--- src/rtl/imem_loader.sv ---
`timescale 1ns/1ps
`default_nettype none
// ============================================================================
//  Module   : imem_loader
//  Brief    : Streams a program into instruction memory over a valid/ready
//             port, holds the core in reset for HOLD_CYCLES after the final
//             word, then releases it. Overflowing memory parks in an error
//             state until reset or reload.
//  Revision : 1.0 - initial release
// ============================================================================
module imem_loader #(
  parameter int ADDR_W      = 8,
  parameter int HOLD_CYCLES = 4
) (
  input  logic              clk,
  input  logic              reset,
  input  logic              s_valid,
  input  logic [31:0]       s_data,
  input  logic              s_last,
  output logic              s_ready,
  input  logic              reload,
  output logic              imem_we,
  output logic [ADDR_W-1:0] imem_addr,
  output logic [31:0]       imem_wdata,
  output logic              core_reset,
  output logic              done,
  output logic              error,
  output logic [ADDR_W:0]   word_count
);

  // A zero hold length still keeps the core in reset for one cycle.
  localparam int c_hold_eff = (HOLD_CYCLES < 1) ? 1 : HOLD_CYCLES;
  localparam int c_hold_w   = $clog2(c_hold_eff + 1);

  // Highest legal word index; a non-final word landing here overflows.
  localparam logic [ADDR_W:0] c_last_idx = {1'b0, {ADDR_W{1'b1}}};
  localparam logic [ADDR_W:0] c_one_cnt  = {{ADDR_W{1'b0}}, 1'b1};

  typedef enum logic [1:0] {
    LOAD = 2'd0,
    HOLD = 2'd1,
    RUN  = 2'd2,
    ERR  = 2'd3
  } state_t;

  state_t                r_state;
  state_t                w_state_nxt;
  logic [ADDR_W:0]       r_count;
  logic [ADDR_W:0]       w_count_nxt;
  logic [c_hold_w-1:0]   r_hold;
  logic [c_hold_w-1:0]   w_hold_nxt;
  logic                  w_xfer;

  // Next-state, counters and status outputs derived from the current state.
  always_comb begin
    w_state_nxt = r_state;
    w_count_nxt = r_count;
    w_hold_nxt  = r_hold;
    s_ready     = (r_state == LOAD);
    core_reset  = (r_state != RUN);
    done        = (r_state == RUN);
    error       = (r_state == ERR);
    // Reload wins over a simultaneous handshake: that word is dropped.
    w_xfer      = s_valid && (r_state == LOAD) && !reload;

    if (reload) begin
      w_state_nxt = LOAD;
      w_count_nxt = '0;
      w_hold_nxt  = '0;
    end else begin
      case (r_state)
        LOAD: begin
          if (w_xfer) begin
            w_count_nxt = r_count + c_one_cnt;
            if (s_last) begin
              w_state_nxt = HOLD;
              w_hold_nxt  = c_hold_w'(c_hold_eff);
            end else if (r_count == c_last_idx) begin
              w_state_nxt = ERR;
            end
          end
        end
        HOLD: begin
          w_hold_nxt = r_hold - c_hold_w'(1);
          if (r_hold <= c_hold_w'(1)) begin
            w_state_nxt = RUN;
          end
        end
        RUN:     w_state_nxt = RUN;
        ERR:     w_state_nxt = ERR;
        default: w_state_nxt = LOAD;
      endcase
    end
  end

  // State and counter registers.
  always_ff @(posedge clk or negedge reset) begin
    if (!reset) begin
      r_state <= LOAD;
      r_count <= '0;
      r_hold  <= '0;
    end else begin
      r_state <= w_state_nxt;
      r_count <= w_count_nxt;
      r_hold  <= w_hold_nxt;
    end
  end

  // Write port lags the handshake by one cycle; it is not cancelled by reload.
  always_ff @(posedge clk or negedge reset) begin
    if (!reset) begin
      imem_we    <= 1'b0;
      imem_addr  <= '0;
      imem_wdata <= '0;
    end else begin
      imem_we <= w_xfer;
      if (w_xfer) begin
        imem_addr  <= r_count[ADDR_W-1:0];
        imem_wdata <= s_data;
      end
    end
  end

  assign word_count = r_count;

endmodule
`default_nettype wire

--- config.mk ---
export PLATFORM = sky130hd
export DESIGN_NAME = imem_loader
export DESIGN_NICKNAME = d
export VERILOG_FILES = /design/src/rtl/imem_loader.sv
export SDC_FILE = /design/constraint.sdc
export NUM_CORES = 1
export LEC_CHECK = 0
export ABC_CLOCK_PERIOD_IN_PS = 1650
export CAP_MARGIN = 20
export CORE_UTILIZATION = 40
export DETAILED_ROUTE_END_ITERATION = 6
export PLACE_DENSITY = 0.77
export SYNTH_ARGS = -nofsm -noshare
export SYNTH_HDL_FRONTEND = slang
export SYNTH_SLANG_ARGS = --single-unit
--- constraint.sdc ---
create_clock -name clk -period 1.65 [get_ports clk]
set_clock_uncertainty 0.1 [all_clocks]
set_input_delay 0.165 -clock clk [delete_from_list [all_inputs] [get_ports clk]]
set_output_delay 0.165 -clock clk [all_outputs]
set_load 0.005 [all_outputs]
==> results of run 1 <==
## layer usage
layer | track usage, % | wire length [µm] | vias to the layer above
met3 | 3.657 | 301 | 2
li1 | - | - | 893
met1 | 25.80 | 2605 | 928
met2 | 31.54 | 3022 | 61
met4 | 5.455 | 41 | 0
met5 | 0 | 0 | -
## cell usage in the layout (no fill, tap or decap), types with 2 or more instances in the layout
master and n:
ha_1 4, nand4_2 2, mux2_4 31, buf_6 6
clkbuf_8 5, inv_2 2, a211o_1 2, buf_12 3
or3_1 4, o21ai_0 7, clkdlybuf4s50_1 84, buf_4 30
nor2_1 3, nand2_1 3, a21oi_1 11, ha_2 2
nand3_1 5, clkbuf_2 2, mux2_2 9, ha_4 2
dfrtp_1 55, inv_1 7
## power by group through the flow
stage                     Clock (mW)  Combinational [mW]  Sequential, mW
after global placement             0                2.51            2.07
final                          0.846                2.72            2.08
after CTS                      0.878                2.66            2.08
after global routing           0.927                2.91            2.13
after floorplan                    0                1.09            2.14
after detailed placement           0                2.57            2.10
## worst register-to-register path, stage by stage (launching register included)
cell	delay, ps
dfrtp_1	370
ha_2	200
nand2_2	50
nor3_2	120
ha_2	190
o21ai_2	50
a32oi_2	250
mux2_4	320
## final cells by class
type,instances,area (µm²)
well taps,72,90.09
fillers,406,1627
repair buffers,132,1290
clock buffers,6,72.57
repair inverters,1,8.758
multi-input cells,106,1102
flip-flops and latches,55,1376
inverters,10,45.04
clock inverters,1,30.03
## path summary, 6_finish.rpt
path	from	depth (start not counted)	to
max reg2reg	word_count[1]	7	r_state[0]
max	word_count[1]	7	r_state[0]
min in group clk	s_data[12]	2	imem_wdata[12]
min reg2reg	imem_addr[1]	1	imem_addr[1]
max in group asynchronous	reset	3	imem_wdata[31]
min	reset	2	imem_wdata[11]
## flip-flops by register name (all words and copies together) (netlist names)
register	count
word_count	9
imem_addr	8
imem_wdata	32
imem_we	1
r_hold	3
r_state	2
## metrics by stage
stage | hold slack [ps] | setup TNS (ps) | instances | total power [mW] | instance area [µm²]
after detailed placement | 93.79 | -3859 | 368 | 4.672 | 3764
after global routing | 342.2 | -4653 | 383 | 5.965 | 4015
final | 300.8 | -2322 | 383 | 5.638 | 4015
after CTS | 308.7 | -1828 | 380 | 5.612 | 3948
after floorplan | -230.6 | -998.4 | 178 | 3.230 | 2552
after global placement | 88.58 | -2718 | 368 | 4.585 | 3764
## what timing repair did
action / CTS / global route
pin swaps: 1 / 3
hold buffers: 1 / 0
setup endpoints to repair: 35 / 46
gates cloned: 1 / 1
setup buffers: 3 / 2
hold endpoints to repair: 24 / 0
resized for setup: 18 / 13
## logic make-up (layout without fill, tap and decap cells)
| family | Yosys count | count (layout) | synth area share (%) |
|---|---|---|---|
| AND/OR/NAND/NOR | 31 | 31 | 8.822 |
| AO/OA/AOI/OAI | 25 | 25 | 6.228 |
| adder cells (fa/ha/maj) | 8 | 8 | 4.152 |
| XOR/XNOR | 2 | 2 | 0.7267 |
| buffers and inverters | 17 | 150 | 4.307 |
| multiplexers | 40 | 40 | 18.68 |
| flip-flops | 55 | 55 | 57.08 |
==> impl_metrics.json, run 1 <==
{
  "internal_power_mw": 4.124,
  "p_sw_share_pct": 26.85,
  "die_y_um": 79.64,
  "hold_viol": 0,
  "critPathLaunchType": "register",
  "grt-ovfl-total": 0,
  "drive_gt1_share_pct": 35.69,
  "vdd_drop_max_v": 0.0007851,
  "dp_slack_ps": -181.3,
  "hold_path.class": "in2async",
  "utilization_pct": 71.17,
  "rows": 27,
  "setup_viol": 36,
  "seq_power_share_pct": 36.8,
  "p_per_area_mw_per_mm2": 1404,
  "power.switching_mw": 1.514,
  "path_cells": "ha_2, nand2_2, nor3_2, ha_2, o21ai_2, a32oi_2, mux2_4",
  "crit_required_ps": 1740,
  "ys_warn_count": 0,
  "worst_pin_slew_ps": 566.7,
  "critPathSlowestCell": "dfrtp_1",
  "grt_max_degree": 32,
  "synth_edf_count": 0,
  "wl_per_cell_um": 15.59,
  "synth_most_common_cell": "dfrtp_1",
  "initial_core_util_pct": 42.74,
  "combPwrFrac_pct": 48.2,
  "violations": "negative setup slack",
  "drt_iter0_drc": 47,
  "p_leak_nw": 1.805,
  "async_reset_ff_share_pct": 100.0,
  "ys_top_cells_by_area": "dfrtp_1, mux2_2, ha_1",
  "num_vias": 1884,
  "cp-end-kind": "register",
  "root_buffer": "clkbuf_8",
  "arrival_ps": 1860,
  "dp_hpwl_um": 4232,
  "slew_violations": 0,
  "port_buffers": 90,
  "nets": 356,
  "fin_crit_ps": 1767,
  "setup_slack_ps": -117.0,
  "coreArea_mm2": 0.005642,
  "timing.final.crit_share_pct": 107.1,
  "cts_buffers": 5,
  "syn-num-nets": 223,
  "grt_pass1_wl_um": 9246,
  "yosys.cell_types.count": 32,
  "max-slew-margin-rel_pct": 62.22,
  "cp_max_fo": 2,
  "numClockSinks": 55,
  "grt_antenna_before_repair": 0,
  "grt_pass1_vias": 1870,
  "path_delay_family": "adder cells",
  "htreeDepth": 2,
  "maxCapViolations": 0,
  "outcome": "finished, violations left",
  "crit_top_cell": "ha_2",
  "syn_avg_cell_area_um2": 13.55,
  "yosys.area.top_type_share_pct": 57.08,
  "synthCells": 178,
  "wl_um": 5971,
  "ys_top_cells_by_count": "dfrtp_1, mux2_2, a21oi_1, inv_1, o21ai_0",
  "ys_ff_latch": 55,
  "place_congestion": 0.7898,
  "clkTransAtPathRegs_ps": 90,
  "worst-path-buf-inv": 0,
  "netlist_area_mm2": 0.002411,
  "remaining_drc_errors": 0,
  "fmax_mhz": 565.9,
  "reg2reg_slack_ps": -120,
  "die_area_mm2": 0.006342,
  "insertedDiodeCount": 0,
  "io_pins": 91,
  "ant_nets": 0,
  "pwr-share-clk_pct": 15.0,
  "yosysTopAreaCell": "dfrtp_1",
  "cts_buffer_depth": 2,
  "yosysSeqAreaShare_pct": 57.08,
  "firstDrtPassIters": 4,
  "synthFlopType": "dfrtp_1",
  "cts_tree": "yes",
  "grt.total_usage_pct": 19.21,
  "criticalPathCategory": "reg2reg",
  "syn2layout_area_growth_pct": 66.53,
  "clk_latency_ps": 290,
  "vias_per_cell": 4.919,
  "rsz0062_at_grt": "yes",
  "cpPeakStageDelay_ps": 370,
  "chipWidth_um": 79.64
}
Note: power is estimated with default switching activity, not from simulation.
==> run 2: changes to the inputs <==
Settings changed: CELL_PAD_IN_SITES_DETAIL_PLACEMENT from default to 0, CELL_PAD_IN_SITES_GLOBAL_PLACEMENT from default to 1, CORE_ASPECT_RATIO from default to 1.2, CORE_UTILIZATION 40 to 31, PLACE_DENSITY 0.77 to default, PLACE_DENSITY_LB_ADDON from default to 0.1.
==> impl_metrics.json, run 2 (synthesis results as in run 1) <==
{
  "utilization_pct": 55.60,
  "fill_cells": 648,
  "insertedDiodeCount": 0,
  "cp-end-kind": "register",
  "cts_buffer_depth": 2,
  "root_buffer": "clkbuf_8",
  "port_buffers": 90,
  "internal_power_mw": 4.062,
  "wl_um": 5804,
  "fin_cells": 404,
  "grt_max_degree": 56,
  "grt-ovfl-total": 0,
  "chipWidth_um": 82.51,
  "combPwrFrac_pct": 49.7,
  "violations": "negative setup slack",
  "largest_reg_flops": 32,
  "maxCapViolations": 0,
  "power.switching_mw": 1.543,
  "hold_path.class": "in2async",
  "place_congestion": 0.8238,
  "coreArea_mm2": 0.007402,
  "clkTransAtPathRegs_ps": 100,
  "nets": 358,
  "crit_required_ps": 1750,
  "num_vias": 1878,
  "fmax_mhz": 557.2,
  "fin_area_mm2": 0.004115,
  "reg2reg_slack_ps": -140,
  "firstDrtPassIters": 4,
  "dp_hpwl_um": 3967,
  "dp_cells": 386,
  "hold_viol": 0,
  "critPathSlowestCell": "dfrtp_1",
  "slew_violations": 0,
  "setup_viol": 26,
  "criticalPathCategory": "reg2reg",
  "io_pins": 91,
  "vdd_drop_max_v": 0.0007020,
  "timing.hold.ws_ps": 276.2,
  "largest_register": "imem_wdata",
  "rr_startpoint": "word_count[0]",
  "rsz0062_at_grt": "yes",
  "timing.final.crit_share_pct": 108.8,
  "p_sw_share_pct": 27.54,
  "numClockSinks": 55,
  "cts_tree": "yes",
  "rows": 34,
  "grt.total_usage_pct": 14.71,
  "fin_crit_ps": 1795,
  "initial_core_util_pct": 32.57,
  "path_cells": "ha_2, nand2_2, nor3_2, ha_2, o21ai_2, a32oi_2, mux2_4",
  "ant_nets": 0,
  "grt_pass1_wl_um": 9094,
  "final_common_cell": "clkdlybuf4s50_1",
  "drive_gt1_share_pct": 38.22,
  "remaining_drc_errors": 0,
  "vias_per_cell": 4.649,
  "pwr-share-clk_pct": 13.6,
  "rr_worst_depth": 7,
  "fin_setup_tns_ps": -2282,
  "cpPeakStageDelay_ps": 370,
  "p_total_mw": 5.605,
  "grt_antenna_before_repair": 0,
  "worst_pin_slew_ps": 334.9,
  "crit_top_cell": "ha_2",
  "placed_cell_area_mm2": 0.003811,
  "die_area_mm2": 0.008135,
  "drt_iter0_drc": 51,
  "cts_buffers": 5,
  "die_y_um": 98.61,
  "max-slew-margin-rel_pct": 77.60,
  "syn2layout_area_growth_pct": 70.68,
  "outcome": "finished, violations left",
  "final_cell_mix": "clkdlybuf4s50_1, dfrtp_1, mux2_4",
  "wl_per_cell_um": 14.37,
  "r2r-end": "r_state[1]",
  "grt_pass1_vias": 1880,
  "cp_max_fo": 2,
  "p_leak_nw": 1.853,
  "htreeDepth": 2,
  "setup_slack_ps": -144.7,
  "clk_latency_ps": 310,
  "seq_power_share_pct": 36.7,
  "critPathLaunchType": "register",
  "arrival_ps": 1890,
  "p_per_area_mw_per_mm2": 1362,
  "dp_slack_ps": -169.6
}
[run 2: timing repair]
action                     in CTS  in global routing
gates resized for setup        23                 20
setup endpoints to repair      37                 49
hold buffers                    1                  0
cloned                          2                  0
hold endpoints to repair       55                  0
setup buffers                   5                  4
pin swaps                       3                  3
[run 2: worst max-delay path by stage]
stage | endpoint | cells after the start | start
after CTS | r_state[1] | 7 | word_count[0]
after global placement | word_count[6] | 5 | s_valid
final | r_state[1] | 7 | word_count[0]
after global routing | r_state[1] | 7 | word_count[1]
after floorplan | r_state[0] | 7 | word_count[0]
after detailed placement | word_count[6] | 5 | s_valid
[run 2: layout make-up]
cell class,instances,area [µm²],area share [%]
multi-input cells,106,1130,27.46
repair buffers,135,1360,33.05
inverters,10,45.04,1.095
well taps,90,112.6,2.736
clock inverters,3,22.52,0.5473
clock buffers,5,68.82,1.672
flip-flops and latches,55,1376,33.44
[run 2: layer usage]
metal,up-vias,global-route usage [%],wire length [µm]
met3,6,3.889,423
met4,0,4.377,67
li1,896,-,-
met5,-,0,0
met2,74,23.84,2634
met1,902,19.01,2678
[run 2: power by group through the flow]
stage / registers, mW / clock network, mW / logic (mW)
floorplan: 2.14 / 0 / 1.09
global placement: 2.07 / 0 / 2.64
detailed placement: 2.08 / 0 / 2.64
CTS: 2.06 / 0.815 / 2.82
global route: 2.12 / 0.851 / 3.01
finish: 2.06 / 0.762 / 2.79
[run 2: critical path: cells and delay by family, from the launching register on]
kind,cells,cell delay [ps]
fa+ha+maj,2,400
compound gates,2,300
mux,1,320
flops,1,370
simple gates,2,180
==> run 3: changes to the inputs <==
--- a/config.mk
+++ b/config.mk
@@ -7,4 +7,4 @@
 export LEC_CHECK = 0
+export ABC_AREA = 1
 export ABC_CLOCK_PERIOD_IN_PS = 1650
-export CAP_MARGIN = 20
 export CELL_PAD_IN_SITES_DETAIL_PLACEMENT = 0
@@ -12,3 +12,3 @@
 export CORE_ASPECT_RATIO = 1.2
-export CORE_UTILIZATION = 31
+export CORE_UTILIZATION = 29
 export DETAILED_ROUTE_END_ITERATION = 6
--- a/constraint.sdc
+++ b/constraint.sdc
@@ -4,2 +4,2 @@
 set_output_delay 0.165 -clock clk [all_outputs]
-set_load 0.005 [all_outputs]
+set_load 0.05 [all_outputs]
==> impl_metrics.json, run 3 <==
{
  "outcome": "finished, violations left",
  "violations": "negative setup slack",
  "synthCells": 277,
  "fmax_mhz": 589.4,
  "cts_buffers": 5,
  "yosysSeqAreaShare_pct": 57.05,
  "wl_um": 6077,
  "syn2layout_area_growth_pct": 50.99,
  "chipWidth_um": 85.26,
  "p_sw_share_pct": 49.51,
  "yosys.cell_types.count": 23,
  "synthFlopType": "dfrtp_1",
  "vdd_drop_max_v": 0.0006677,
  "p_per_area_mw_per_mm2": 1850,
  "fin_setup_tns_ps": -86.99,
  "grt_max_degree": 31,
  "timing.final.crit_share_pct": 102.8,
  "grt_antenna_before_repair": 0,
  "numClockSinks": 55,
  "largest_reg_flops": 32,
  "clkTransAtPathRegs_ps": 110,
  "die_area_mm2": 0.008689,
  "clk_latency_ps": 310,
  "grt_pass1_wl_um": 9936,
  "wl_per_cell_um": 12.48,
  "drt_iter0_drc": 119,
  "firstDrtPassIters": 4,
  "remaining_drc_errors": 0,
  "utilization_pct": 44.92,
  "power.switching_mw": 3.336,
  "drive_gt1_share_pct": 28.06,
  "placed_cell_area_mm2": 0.003493,
  "maxCapViolations": 0,
  "multi_input_area_um2": 929.6,
  "fin_crit_ps": 1697,
  "hold_path.class": "in2async",
  "crit_required_ps": 1750,
  "die_y_um": 101.9,
  "synth_most_common_cell": "nand2_1",
  "vias_per_cell": 4.402,
  "dp_slack_ps": -17.07,
  "coreArea_mm2": 0.008108,
  "num_vias": 2144,
  "root_buffer": "clkbuf_8",
  "cts_buffer_depth": 2,
  "port_buffers": 90,
  "seqCellArea_mm2": 0.001380,
  "synth_edf_count": 0,
  "cp_max_fo": 3,
  "grt-ovfl-total": 0,
  "yosys.area.top_type_share_pct": 57.05,
  "setup_viol": 2,
  "criticalPathCategory": "reg2reg",
  "grt.total_usage_pct": 14.49,
  "rows": 36,
  "async_reset_ff_share_pct": 100.0,
  "slew_violations": 0,
  "netlist_area_mm2": 0.002412,
  "htreeDepth": 2,
  "syn-num-nets": 322,
  "yosysTopAreaCell": "dfrtp_1",
  "dp_hpwl_um": 4462,
  "setup_slack_ps": -46.62,
  "hold_viol": 0,
  "ant_nets": 0,
  "ys_top_cells_by_count": "nand2_1, dfrtp_1, inv_1, nor2_1",
  "pwr-share-clk_pct": 11.2,
  "place_congestion": 0.7363,
  "cts_tree": "yes",
  "initial_core_util_pct": 29.75,
  "final_cell_mix": "nand2_1, buf_4, dfrtp_1",
  "nets": 436,
  "arrival_ps": 1800,
  "ys_warn_count": 0,
  "seq_power_share_pct": 31.2,
  "fin_area_mm2": 0.003642,
  "p_leak_nw": 1.870,
  "internal_power_mw": 3.403,
  "rsz0062_at_grt": "yes",
  "ys_ff_latch": 55,
  "largest_register": "imem_wdata",
  "grt_pass1_vias": 2052,
  "worst_pin_slew_ps": 405.0,
  "insertedDiodeCount": 0,
  "max-slew-margin-rel_pct": 73.00,
  "final_common_cell": "nand2_1",
  "timing.hold.ws_ps": 51.12,
  "ys_top_cells_by_area": "dfrtp_1, nand2_1, ha_1",
  "combPwrFrac_pct": 57.6,
  "io_pins": 91,
  "cp-end-kind": "register",
  "critPathLaunchType": "register",
  "fill_cells": 840,
  "syn_avg_cell_area_um2": 8.709
}
run 3: cell type report:
| type | count | share of cell area (%) |
|---|---|---|
| Multi-Input combinational cell | 190 | 25.52 |
| Timing Repair Buffer | 116 | 28.48 |
| Clock inverter | 3 | 0.5153 |
| Inverter | 23 | 2.439 |
| Tap cell | 95 | 3.263 |
| Sequential cell | 55 | 37.89 |
| Clock buffer | 5 | 1.889 |
run 3: power by group through the flow:
stage | combinational (mW) | sequential [mW] | clock (mW)
after CTS | 3.90 | 2.11 | 0.792
after detailed placement | 3.90 | 2.14 | 0
final | 3.88 | 2.10 | 0.758
after global placement | 3.88 | 2.12 | 0
after global routing | 4.17 | 2.16 | 0.858
after floorplan | 0.989 | 3.67 | 0
run 3: through the flow:
step	cells	total power [mW]
final	487	6.739
after global routing	487	7.191
after CTS	484	6.802
after detailed placement	474	6.032
after global placement	474	5.998
after floorplan	277	4.656
run 3: repair_timing:
| action | in CTS | in global routing |
|---|---|---|
| hold buffers | 1 | 0 |
| endpoints found under the hold margin | 55 | 0 |
| gates resized for setup | 0 | 9 |
| buffers inserted | 1 | 3 |
| setup endpoints to repair | 2 | 24 |
| pin swaps | 1 | 10 |
run 3: per-layer routing:
layer / GRT usage (%) / part of all wire (%)
met4: 3.846 / 1.0
met5: 0 / 0
met3: 3.150 / 5.3
met2: 24.32 / 48
met1: 19.13 / 46
run 3: logic make-up (layout without fill, tap and decap cells):
family	count (synthesis)	after routing	synth area share (%)
and+or+nand+nor	161	161	26.97
AOI/OAI and AO/OA	20	20	4.772
buffers and inverters	32	147	6.691
xor gates and xnor gates	1	1	0.3631
adders and majority gates	8	8	4.150
DFF	55	55	57.05
run 3: path summary, 6_finish.rpt:
kind	from	to	slack, ps	depth (start not counted)
worst min-delay path	reset	imem_wdata[16]	50	2
worst max register to register	word_count[0]	r_state[1]	-50	13
min in group clk	s_data[12]	imem_wdata[12]	280	3
max in group asynchronous	reset	word_count[1]	800	3
worst min register to register	imem_wdata[31]	imem_wdata[31]	380	2
worst max-delay path	word_count[0]	r_state[1]	-50	13
run 3: worst max-delay path, stage by stage, from the launching register on:
cell and delay, ps:
dfrtp_2 400, ha_4 150, nand3_4 70, nor2_4 120, inv_2 50, nor3_2 150
ha_2 190, nor2_1 40, nand2_1 40, nand2_1 60, inv_2 70, nand2_2 50
nand2_1 70, nand2_1 50
